**src/rtl/gpio_pkg.sv**
```systemverilog
// Shared GPIO definitions: the debounce FSM state type and the default bus width
// used by both gpio_core and gpio_debouncer.
package gpio_pkg;

    localparam int GPIO_DATA_WIDTH = 12;

    typedef enum logic [1:0] {
        ST_LO,
        WAIT_HI,
        ST_HI,
        WAIT_LO
    } db_state_t;

endpackage

```
**src/rtl/debounce_bit.sv**
```systemverilog
// One input bit: synchronizer chain, qualify-and-accept debounce FSM and
// single-cycle rise/fall pulse registers.
module debounce_bit
    import gpio_pkg::*;
#(
    parameter int SYNC_STAGES   = 2,
    parameter int STABLE_CYCLES = 20
) (
    input  logic clk,
    input  logic reset,
    input  logic sample_tick,
    input  logic raw,
    output logic db,
    output logic rise,
    output logic fall
);

    localparam int             CW       = $clog2(STABLE_CYCLES + 1);
    localparam logic [CW-1:0]  CNT_LAST = CW'(STABLE_CYCLES - 1);

    logic [SYNC_STAGES-1:0] sync_q;
    logic                   s;

    db_state_t     state, state_d;
    logic [CW-1:0] cnt, cnt_d;
    logic          db_d, rise_d, fall_d;

    // The chain shifts every clock; only the FSM honours sample_tick.
    always_ff @(posedge clk) begin
        if (reset) sync_q <= '0;
        else       sync_q <= {sync_q[SYNC_STAGES-2:0], raw};
    end

    assign s = sync_q[SYNC_STAGES-1];

    // NOTE: sequential state uses non-blocking assignments so every flop samples
    // the pre-edge values of its inputs, independent of process ordering.
    always_ff @(posedge clk) begin
        if (reset) begin
            state <= ST_LO;
            cnt   <= '0;
            db    <= 1'b0;
            rise  <= 1'b0;
            fall  <= 1'b0;
        end else begin
            state <= state_d;
            cnt   <= cnt_d;
            db    <= db_d;
            rise  <= rise_d;
            fall  <= fall_d;
        end
    end

    // NOTE: every output of this block gets a default first, so no path leaves a
    // variable unassigned and no latch is inferred. Pulse defaults are 0, which
    // also makes them self-clear on untick'd clocks.
    always_comb begin
        state_d = state;
        cnt_d   = cnt;
        db_d    = db;
        rise_d  = 1'b0;
        fall_d  = 1'b0;
        if (sample_tick) begin
            unique case (state)
                ST_LO: begin
                    if (s) begin
                        state_d = WAIT_HI;
                        cnt_d   = CW'(1);
                    end
                end
                WAIT_HI: begin
                    if (!s) begin
                        state_d = ST_LO;
                        cnt_d   = '0;
                    end else if (cnt == CNT_LAST) begin
                        state_d = ST_HI;
                        cnt_d   = '0;
                        db_d    = 1'b1;
                        rise_d  = 1'b1;
                    end else begin
                        cnt_d = cnt + CW'(1);
                    end
                end
                ST_HI: begin
                    if (!s) begin
                        state_d = WAIT_LO;
                        cnt_d   = CW'(1);
                    end
                end
                WAIT_LO: begin
                    if (s) begin
                        state_d = ST_HI;
                        cnt_d   = '0;
                    end else if (cnt == CNT_LAST) begin
                        state_d = ST_LO;
                        cnt_d   = '0;
                        db_d    = 1'b0;
                        fall_d  = 1'b1;
                    end else begin
                        cnt_d = cnt + CW'(1);
                    end
                end
                default: begin
                    state_d = ST_LO;
                    cnt_d   = '0;
                end
            endcase
        end
    end

endmodule

```
**src/rtl/gpio_debouncer.sv**
```systemverilog
// Synchronizes and debounces DATA_WIDTH raw board inputs feeding gpio_core.data_in,
// with per-bit edge pulses and a registered any-event flag.
module gpio_debouncer
    import gpio_pkg::*;
#(
    parameter int DATA_WIDTH    = GPIO_DATA_WIDTH,
    parameter int SYNC_STAGES   = 2,
    parameter int STABLE_CYCLES = 20
) (
    input  logic                  clk,
    input  logic                  reset,
    input  logic                  sample_tick,
    input  logic [DATA_WIDTH-1:0] raw_in,
    output logic [DATA_WIDTH-1:0] db_out,
    output logic [DATA_WIDTH-1:0] rise_pulse,
    output logic [DATA_WIDTH-1:0] fall_pulse,
    output logic                  event_any
);

    for (genvar g = 0; g < DATA_WIDTH; g++) begin : g_bit
        debounce_bit #(
            .SYNC_STAGES  (SYNC_STAGES),
            .STABLE_CYCLES(STABLE_CYCLES)
        ) u_bit (
            .clk        (clk),
            .reset      (reset),
            .sample_tick(sample_tick),
            .raw        (raw_in[g]),
            .db         (db_out[g]),
            .rise       (rise_pulse[g]),
            .fall       (fall_pulse[g])
        );
    end

    always_ff @(posedge clk) begin
        if (reset) event_any <= 1'b0;
        else       event_any <= |(rise_pulse | fall_pulse);
    end

endmodule

```
**config.mk**
```make
export PLATFORM = sky130hd
export DESIGN_NAME = gpio_debouncer
export DESIGN_NICKNAME = d
export VERILOG_FILES = /design/src/rtl/gpio_pkg.sv /design/src/rtl/debounce_bit.sv /design/src/rtl/gpio_debouncer.sv
export SDC_FILE = /design/constraint.sdc
export NUM_CORES = 1
export LEC_CHECK = 0
export ABC_AREA = 1
export CAP_MARGIN = 10
export CELL_PAD_IN_SITES_DETAIL_PLACEMENT = 1
export CELL_PAD_IN_SITES_GLOBAL_PLACEMENT = 2
export CORE_MARGIN = 2
export CORE_UTILIZATION = 33
export DETAILED_ROUTE_END_ITERATION = 8
export GPL_ROUTABILITY_DRIVEN = 1
export GPL_TIMING_DRIVEN = 0
export PLACE_DENSITY_LB_ADDON = 0.15
export SLEW_MARGIN = 0
export SYNTH_ARGS = -nofsm -noshare
export SYNTH_HDL_FRONTEND = slang
export SYNTH_HIERARCHICAL = 1
export SYNTH_SLANG_ARGS = --single-unit
```
**constraint.sdc**
```tcl
create_clock -name clk -period 1.5 [get_ports clk]
set_input_delay 0.225 -clock clk [delete_from_list [all_inputs] [get_ports clk]]
set_output_delay 0.225 -clock clk [all_outputs]
set_load 0.02 [all_outputs]
```
Word-level counts from Yosys, hierarchy flattened
Cells that the tools add are included.

storage, ports and cells
  register bits after elaboration = 145
  latch bits = 0
  memory bits (writable) = 0
  ROM bits = 0
  bits of input ports = 15
  output and inout port bits = 37
  logic and storage cells = 580
  memories kept = 0

operators by class
  add/sub/neg operators = 12
  multipliers = 0
  div/mod/pow operators = 0
  magnitude comparators = 0
  eq/ne operators = 144
  shift-type cells = 0
  multiplexer cells = 228
  bitwise operators = 38
  reductions and logical operators = 85

operator list
  operator                                                                  number
  5-bit two-way mux                                                         60
  5-bit one-hot mux with 4 select lines                                     12
  2-bit two-way mux                                                         72
  2-bit by 1-bit inequality test with 1-bit output (second input constant)  48
  2-bit one-hot mux with 4 select lines                                     12
  4-bit OR reduction                                                        24
  6-bit AND reduction                                                       12
  5-bit by 1-bit adder with 5-bit output (second input constant)            12
  5-bit equality test (second input constant)                               12
  1-bit two-way mux                                                         60
  5-bit AND reduction                                                       12
  2-bit equality test (second input constant)                               24
  2-bit inequality test (second input constant)                             24
  1-bit NOT                                                                 37
  3-bit by 1-bit inequality test with 1-bit output (second input constant)  12
  3-bit inequality test (second input constant)                             12
  3-bit AND reduction                                                       12
  2-bit by 1-bit equality test with 1-bit output (second input constant)    12
  2-bit zero test                                                           12
  1-bit one-hot mux with 2 select lines                                     12
  2-bit nonzero test                                                        12
  12-bit OR                                                                 1
  12-bit OR reduction                                                       1

Depth between registers and ports, before layout
Gate-level depths: netlist of the first run.

  depth in word-level cells = 4
  mapped depth = 8
  depth with buffers taken out = 8

Hierarchy
The synthesis of the first run kept the hierarchy.

modules (own cells, without submodules)
  module                             instances  cells an instance  area each (um^2)  sequential area each (um^2)
  debounce_bit (g_bit[0].u_bit ...)  11         86                 596.8             240.2
  debounce_bit (g_bit[9].u_bit)      1          81                 579.3             240.2
  gpio_debouncer                     1          26                 117.6             20.0

Worst setup path after synthesis of the first run
No wires, ideal clock.

  path kind = register to register
  from = reg g_bit[0].u_bit.cnt[0]
  to = reg (tool-made name)
  library setup time = 115 ps
  arrival = 1057 ps
  data required time = 1385 ps
  setup slack = 328 ps
  cell stages (with the launch flop) = 8
  buffers on the path = 0
  period minus slack after synthesis = 1172 ps
  cell sequence = dfxtp_1 -> ha_1 -> nand2_1 -> inv_1 -> nand2_1 -> nand3_1 -> a21oi_1 -> nor2_1

RTL lines
  what                    RTL line            source
  start, declared         debounce_bit.sv:25  logic [CW-1:0] cnt, cnt_d;
  start signal, assigned  debounce_bit.sv:47  cnt <= cnt_d;

Worst setup path in the final report of the first run
  from = reg g_bit[5].u_bit.db
  to = out db_out[5]

RTL lines
  what                    RTL line              source
  start, declared         debounce_bit.sv:13    output logic db,
  start signal, assigned  debounce_bit.sv:42    db <= 1'b0;
  start signal, assigned  debounce_bit.sv:48    db <= db_d;
  end, declared           gpio_debouncer.sv:14  output logic [DATA_WIDTH-1:0] db_out,

No word-level cell between the ends.

==> reports/results.tsv, run 1 <==
metric	value	unit
I/O Buffers	51	
setup slack after layout	0.167	ns
Starting DRT DRC Count	222	
CTS Buffer Depth	2	
clock skew	0.00988	ns
DR WL/cell	12.3	um
GRT Total Usage	0.158	
GRT Residual Overflow	0	
Slew Limit Fails	0	
max incr delay on CP	0.35	ns
Switching Share	0.227	
placed insts	1386	
NumNets Final	1152	
CP max-delay cell	dlygate4sd2_1	
Layout area overhead	20.5	%
Setup crit end kind	output pin	
dpl ws	0.0437	ns
hold crit path type	in -> reg	
Residual DRC	0	
Seq/Total Area, Yosys	0.400	
combinational fraction of design power	0.056	
CP Cell Sequence	dlygate4sd2_1	
die footprint	23200	sq um
Placer Congestion	0.748	
Filler cells	2769	
fin util	0.403	
Root Buffer	clkbuf_16	
critical path required time	1.27	ns
final hold violation count	0	
Cell Area, Synth	7260	sq um
Yosys top cell by area	dfxtp_1	
Yosys reg bits	145	
cell area power density	1030	nW/um^2
Tmin final	1.33	ns
slew margin rel.	0.756	
number of diodes	0	
Vias/cell	4.52	
Die Height	152	um
Fmax	0.750	GHz
synth unique cells	22	
Detailed Route WL	17.5	mm
Reg clk slew, reported paths	0.06	ns
Post-CTS Repair Setup Buffers	0	
first-pass GRT wire length	30.6	mm
initial antenna violation count	0	
Crit Path Max Fanout	2	
CTS tree	done	
layout cells sized above 1	0.151	
clock network power share	0.502	
Tcrit/Tclk final	0.889	
CP bufs+invs	1	
largest net degree at the start of global routing	59	
status	finished, final reports clean	
I/O pin total	52	
hpwl dp	12.9	mm
most frequent cells in the layout	263 x nand2_1, 158 x nor2_1, 145 x dfxtp_1	
area share of the largest cell type after synthesis	0.400	
Initial DRT Pass Iterations	5	
Flop pwr share	0.442	
synth warn	6	
CTS sink count	145	
cell leakage power	4.10	nW
H-tree depth	4	
CP delay by family, top	buffers and inverters	
post-route ant nets	0	
Area contributors post-synth	dfxtp_1 40%, nand2_1 14%, nor2_1 8.2%	
Num CTS Buffers	17	
NetSw	2.05	mW
die width	152	um
critical path type	reg -> out	
number of global-route vias before repair	6542	
RSZ-0062 raised after global routing	no	
total power	9.03	mW
Int Power	6.98	mW
starting density of the core	0.335	
startpoint types	flip-flop	
max cap viols	0	
post-synthesis area per instance	6.90	sq um
Worst EP arrival	1.11	ns
commonest non-fill, non-tap cell in the layout	nand2_1	
via count	6407	
Cells after Synth	1053	
VDD IR max	0.756	mV
final count of negative-setup-slack endpoints	0	
Cell Rows	54	
Worst-Skew Late Latency	0.42	ns
non-filler cells, final	1417	
worst-margin pin slew	0.366	ns
post-synth net total	1080	
core area	21700	sq um
-- area by class of cell --
cell class / instances / area [sq um] / share of cell area
Multi-Input combinational cell: 751 / 3760 / 0.429
Sequential cell: 145 / 2900 / 0.332
Inverter: 157 / 608 / 0.0695
Timing Repair Buffer: 53 / 504 / 0.0576
Clock buffer: 20 / 467 / 0.0533
Tap cell: 280 / 350 / 0.0400
Clock inverter: 11 / 160 / 0.0183
-- power by group through the flow --
stage | Sequential [mW] | Clock (mW) | Combinational (mW)
CTS | 3.99 | 4.70 | 0.513
global placement | 4.08 | 0 | 0.503
detailed placement | 4.08 | 0 | 0.510
floorplan | 4.06 | 0 | 0.317
global route | 4.00 | 4.86 | 0.578
finish | 3.99 | 4.54 | 0.501
-- worst paths after layout --
check / depth (start not counted) / startpoint / slack, ns / end
min reg2reg: 2 / g_bit[6].u_bit/sync_q[0]$_SDFF_PP0_ / 0.40 / g_bit[6].u_bit/sync_q[1]$_SDFF_PP0_
max reg2reg: 7 / g_bit[4].u_bit/cnt[0]$_SDFFE_PP0P_ / 0.17 / flip-flop
min: 2 / reset / 0.20 / g_bit[3].u_bit/sync_q[0]$_SDFF_PP0_
max: 1 / g_bit[5].u_bit/db$_SDFFE_PP0P_ / 0.17 / db_out[5]
-- metal layers --
layer	GRT usage	vias to the layer above	share of wire
met3	0.0350	12	0.024
met4	0.0427	0	0.0098
li1	-	3418	-
met2	0.268	52	0.47
met5	0	-	0
met1	0.203	2925	0.50
-- synth_stat cells --
cell,n
nand4_1,1
o21ai_0,12
clkinv_2,11
clkinv_4,1
ha_1,12
nor2_4,22
xnor2_1,1
nor2_2,14
inv_1,133
dfxtp_1,145
inv_2,12
nand3_2,13
nand3_1,110
o21ai_1,1
nand2_1,263
xor2_1,11
nand2_2,39
nor2_1,158
a21oi_2,12
a21oi_1,70
nand2_4,11
nor3_1,1
-- sequential cells by signal, summed over array words and instances (netlist names), named ones only --
signal	cells
g_bit.u_bit/fall	12
g_bit.u_bit/state	12
g_bit.u_bit/rise	12
g_bit.u_bit/db	12
event_any	1
g_bit.u_bit/sync_q	24
g_bit.u_bit/cnt	60
-- cell families (layout without fill, tap and decap cells) --
kind of cell	after synthesis	after routing	synth area share
simple gates	632	632	0.410
buf+inv	157	241	0.0837
flops	145	145	0.400
compound gates	95	95	0.0717
fa+ha+maj	12	12	0.0207
xor+xnor	12	12	0.0145
-- through the flow --
step,TNS [ns],cell area [sq um],hold WS (ns)
after global routing,0,8750,0.200
final,0,8750,0.201
after detailed placement,0,8160,0.397
after floorplan,0,7260,0.287
after global placement,-391.18,8120,0.390
after CTS,0,8740,0.201
-- what timing repair did --
action                                  4_1_cts  5_1_grt
hold buffers                                  0        0
resized for setup                            37        2
hold endpoints to repair                      0        0
endpoints found under the setup margin       37        1
(Power assumes the default switching activity.)
==> run 2: changes to the inputs <==
Settings changed: HOLD_SLACK_MARGIN set to 0.02, PLACE_DENSITY_LB_ADDON 0.15 to 0.2.
==> run 2 against run 1 <==
Net effect: final cell count barely moved; critical endpoint is now db_out[10]; wire length down 1.4%; clock skew rose by 0.0017 ns; power decreased by 4.6%.
==> reports/results.tsv, run 2 (synthesis gave the netlist of run 1 again) <==
metric	value	unit
status	finished, final reports clean	
H-tree depth	4	
initial antenna violation count	0	
core area	21700	sq um
Tcrit/Tclk final	0.897	
die footprint	23200	sq um
Fmax	0.743	GHz
number of flip-flops in the largest register	60	
critical path type	reg -> out	
CTS sink count	145	
Tmin final	1.35	ns
Post-CTS Repair Setup Buffers	0	
hold crit path type	in -> reg	
placed insts	1386	
I/O pin total	52	
setup TNS	0	ns
GRT Residual Overflow	0	
Residual DRC	0	
Num CTS Buffers	17	
CTS Hold Bufs	0	
Reg2Reg Setup Slack	0.15	ns
Worst-Skew Late Latency	0.43	ns
CP max-delay cell	dfxtp_1	
Die Height	152	um
Initial DRT Pass Iterations	4	
Vias/cell	4.55	
DR WL/cell	12.2	um
Worst EP arrival	1.12	ns
Layout area overhead	19.6	%
post-route ant nets	0	
register area	2900	sq um
layout cells sized above 1	0.149	
cell depth of the worst setup path	1	
largest registers	g_bit.u_bit/cnt: 60 flops, g_bit.u_bit/sync_q: 24 flops	
max cap viols	0	
Reg clk slew, reported paths	0.06	ns
slew margin rel.	0.778	
Starting DRT DRC Count	197	
Root Buffer	clkbuf_16	
RSZ-0062 raised after global routing	no	
Filler cells	2769	
Multi-input gate area	3750	sq um
number of diodes	0	
number of global-route vias before repair	6564	
final hold violation count	0	
largest net degree at the start of global routing	62	
Slew Limit Fails	0	
I/O Buffers	51	
starting density of the core	0.335	
NumNets Final	1152	
final count of negative-setup-slack endpoints	0	
CTS Buffer Depth	2	
CTS tree	done	
cell leakage power	4.06	nW
Cell Rows	54	
max incr delay on CP	0.36	ns
worst-margin pin slew	0.334	ns
startpoint types	flip-flop	
first-pass GRT wire length	30.2	mm
Placer Congestion	0.736	
Detailed Route WL	17.2	mm
Largest Register	g_bit.u_bit/cnt	
CP bufs+invs	1	
PostCTS Resize Cnt	37	
cell area power density	991	nW/um^2
CP Cell Sequence	dlygate4sd2_1	
clock skew	0.0116	ns
Setup crit end kind	output pin	
non-filler cells, final	1418	
CP delay by family, top	flip-flops	
hpwl dp	12.8	mm
most frequent cells in the layout	263 x nand2_1, 158 x nor2_1, 145 x dfxtp_1	
critical path required time	1.27	ns
worst setup path startpoint	g_bit[10].u_bit/db$_SDFFE_PP0P_	
Crit Reg-Reg Startpoint	g_bit[1].u_bit/cnt[0]$_SDFFE_PP0P_	
via count	6454	
die width	152	um
VDD IR max	0.649	mV
commonest non-fill, non-tap cell in the layout	nand2_1	
GRT Total Usage	0.155	
reg2reg path depth	7	
Crit Path Max Fanout	2	
CP Capture Point	db_out[10]	
run 2: per-stage QoR:
| step | utilization | worst slack [ns] | total power [mW] | hold WS, ns | area (sq um) |
|---|---|---|---|---|---|
| floorplan | - | 0.328 | 4.38 | 0.287 | 7260 |
| global placement | 0.375 | -3.28 | 4.58 | 0.389 | 8120 |
| detailed placement | 0.376 | 0.0859 | 4.59 | 0.398 | 8160 |
| CTS | 0.401 | 0.110 | 8.78 | 0.165 | 8690 |
| global route | 0.401 | 0.0263 | 9.03 | 0.180 | 8690 |
| finish | 0.401 | 0.155 | 8.61 | 0.175 | 8690 |
run 2: layout make-up:
class	count	area share
well taps	280	0.0403
repair buffers	53	0.0580
clock buffers	19	0.0498
clock inverters	13	0.0160
inverters	157	0.0700
multi-input cells	751	0.432
flip-flops and latches	145	0.334
run 2: worst min-delay path by stage:
stage	end	depth (start not counted)	slack (ns)	start
4_1_cts	g_bit[3].u_bit/sync_q[0]$_SDFF_PP0_	2	0.17	reset
3_5_place_dp	g_bit[6].u_bit/sync_q[1]$_SDFF_PP0_	2	0.40	g_bit[6].u_bit/sync_q[0]$_SDFF_PP0_
5_1_grt	g_bit[1].u_bit/sync_q[0]$_SDFF_PP0_	2	0.18	reset
6_report	g_bit[3].u_bit/sync_q[0]$_SDFF_PP0_	2	0.18	reset
2_1_floorplan	g_bit[0].u_bit/cnt[3]$_SDFFE_PP0P_	1	0.29	reset
3_3_place_gp	g_bit[6].u_bit/sync_q[1]$_SDFF_PP0_	2	0.39	g_bit[6].u_bit/sync_q[0]$_SDFF_PP0_
run 2: metal layers:
metal / share of wire / up-vias / GRT usage / wire [um]
li1: - / 3419 / - / -
met2: 0.48 / 52 / 0.271 / 8200
met5: 0 / - / 0 / 0
met3: 0.022 / 19 / 0.0304 / 380
met4: 0.015 / 0 / 0.0507 / 256
met1: 0.49 / 2964 / 0.191 / 8400
run 2: power breakdown:
part	internal (mW)	switching, mW
Clock	2.44	1.67
Combinational	0.166	0.334
Sequential	3.93	0.0683
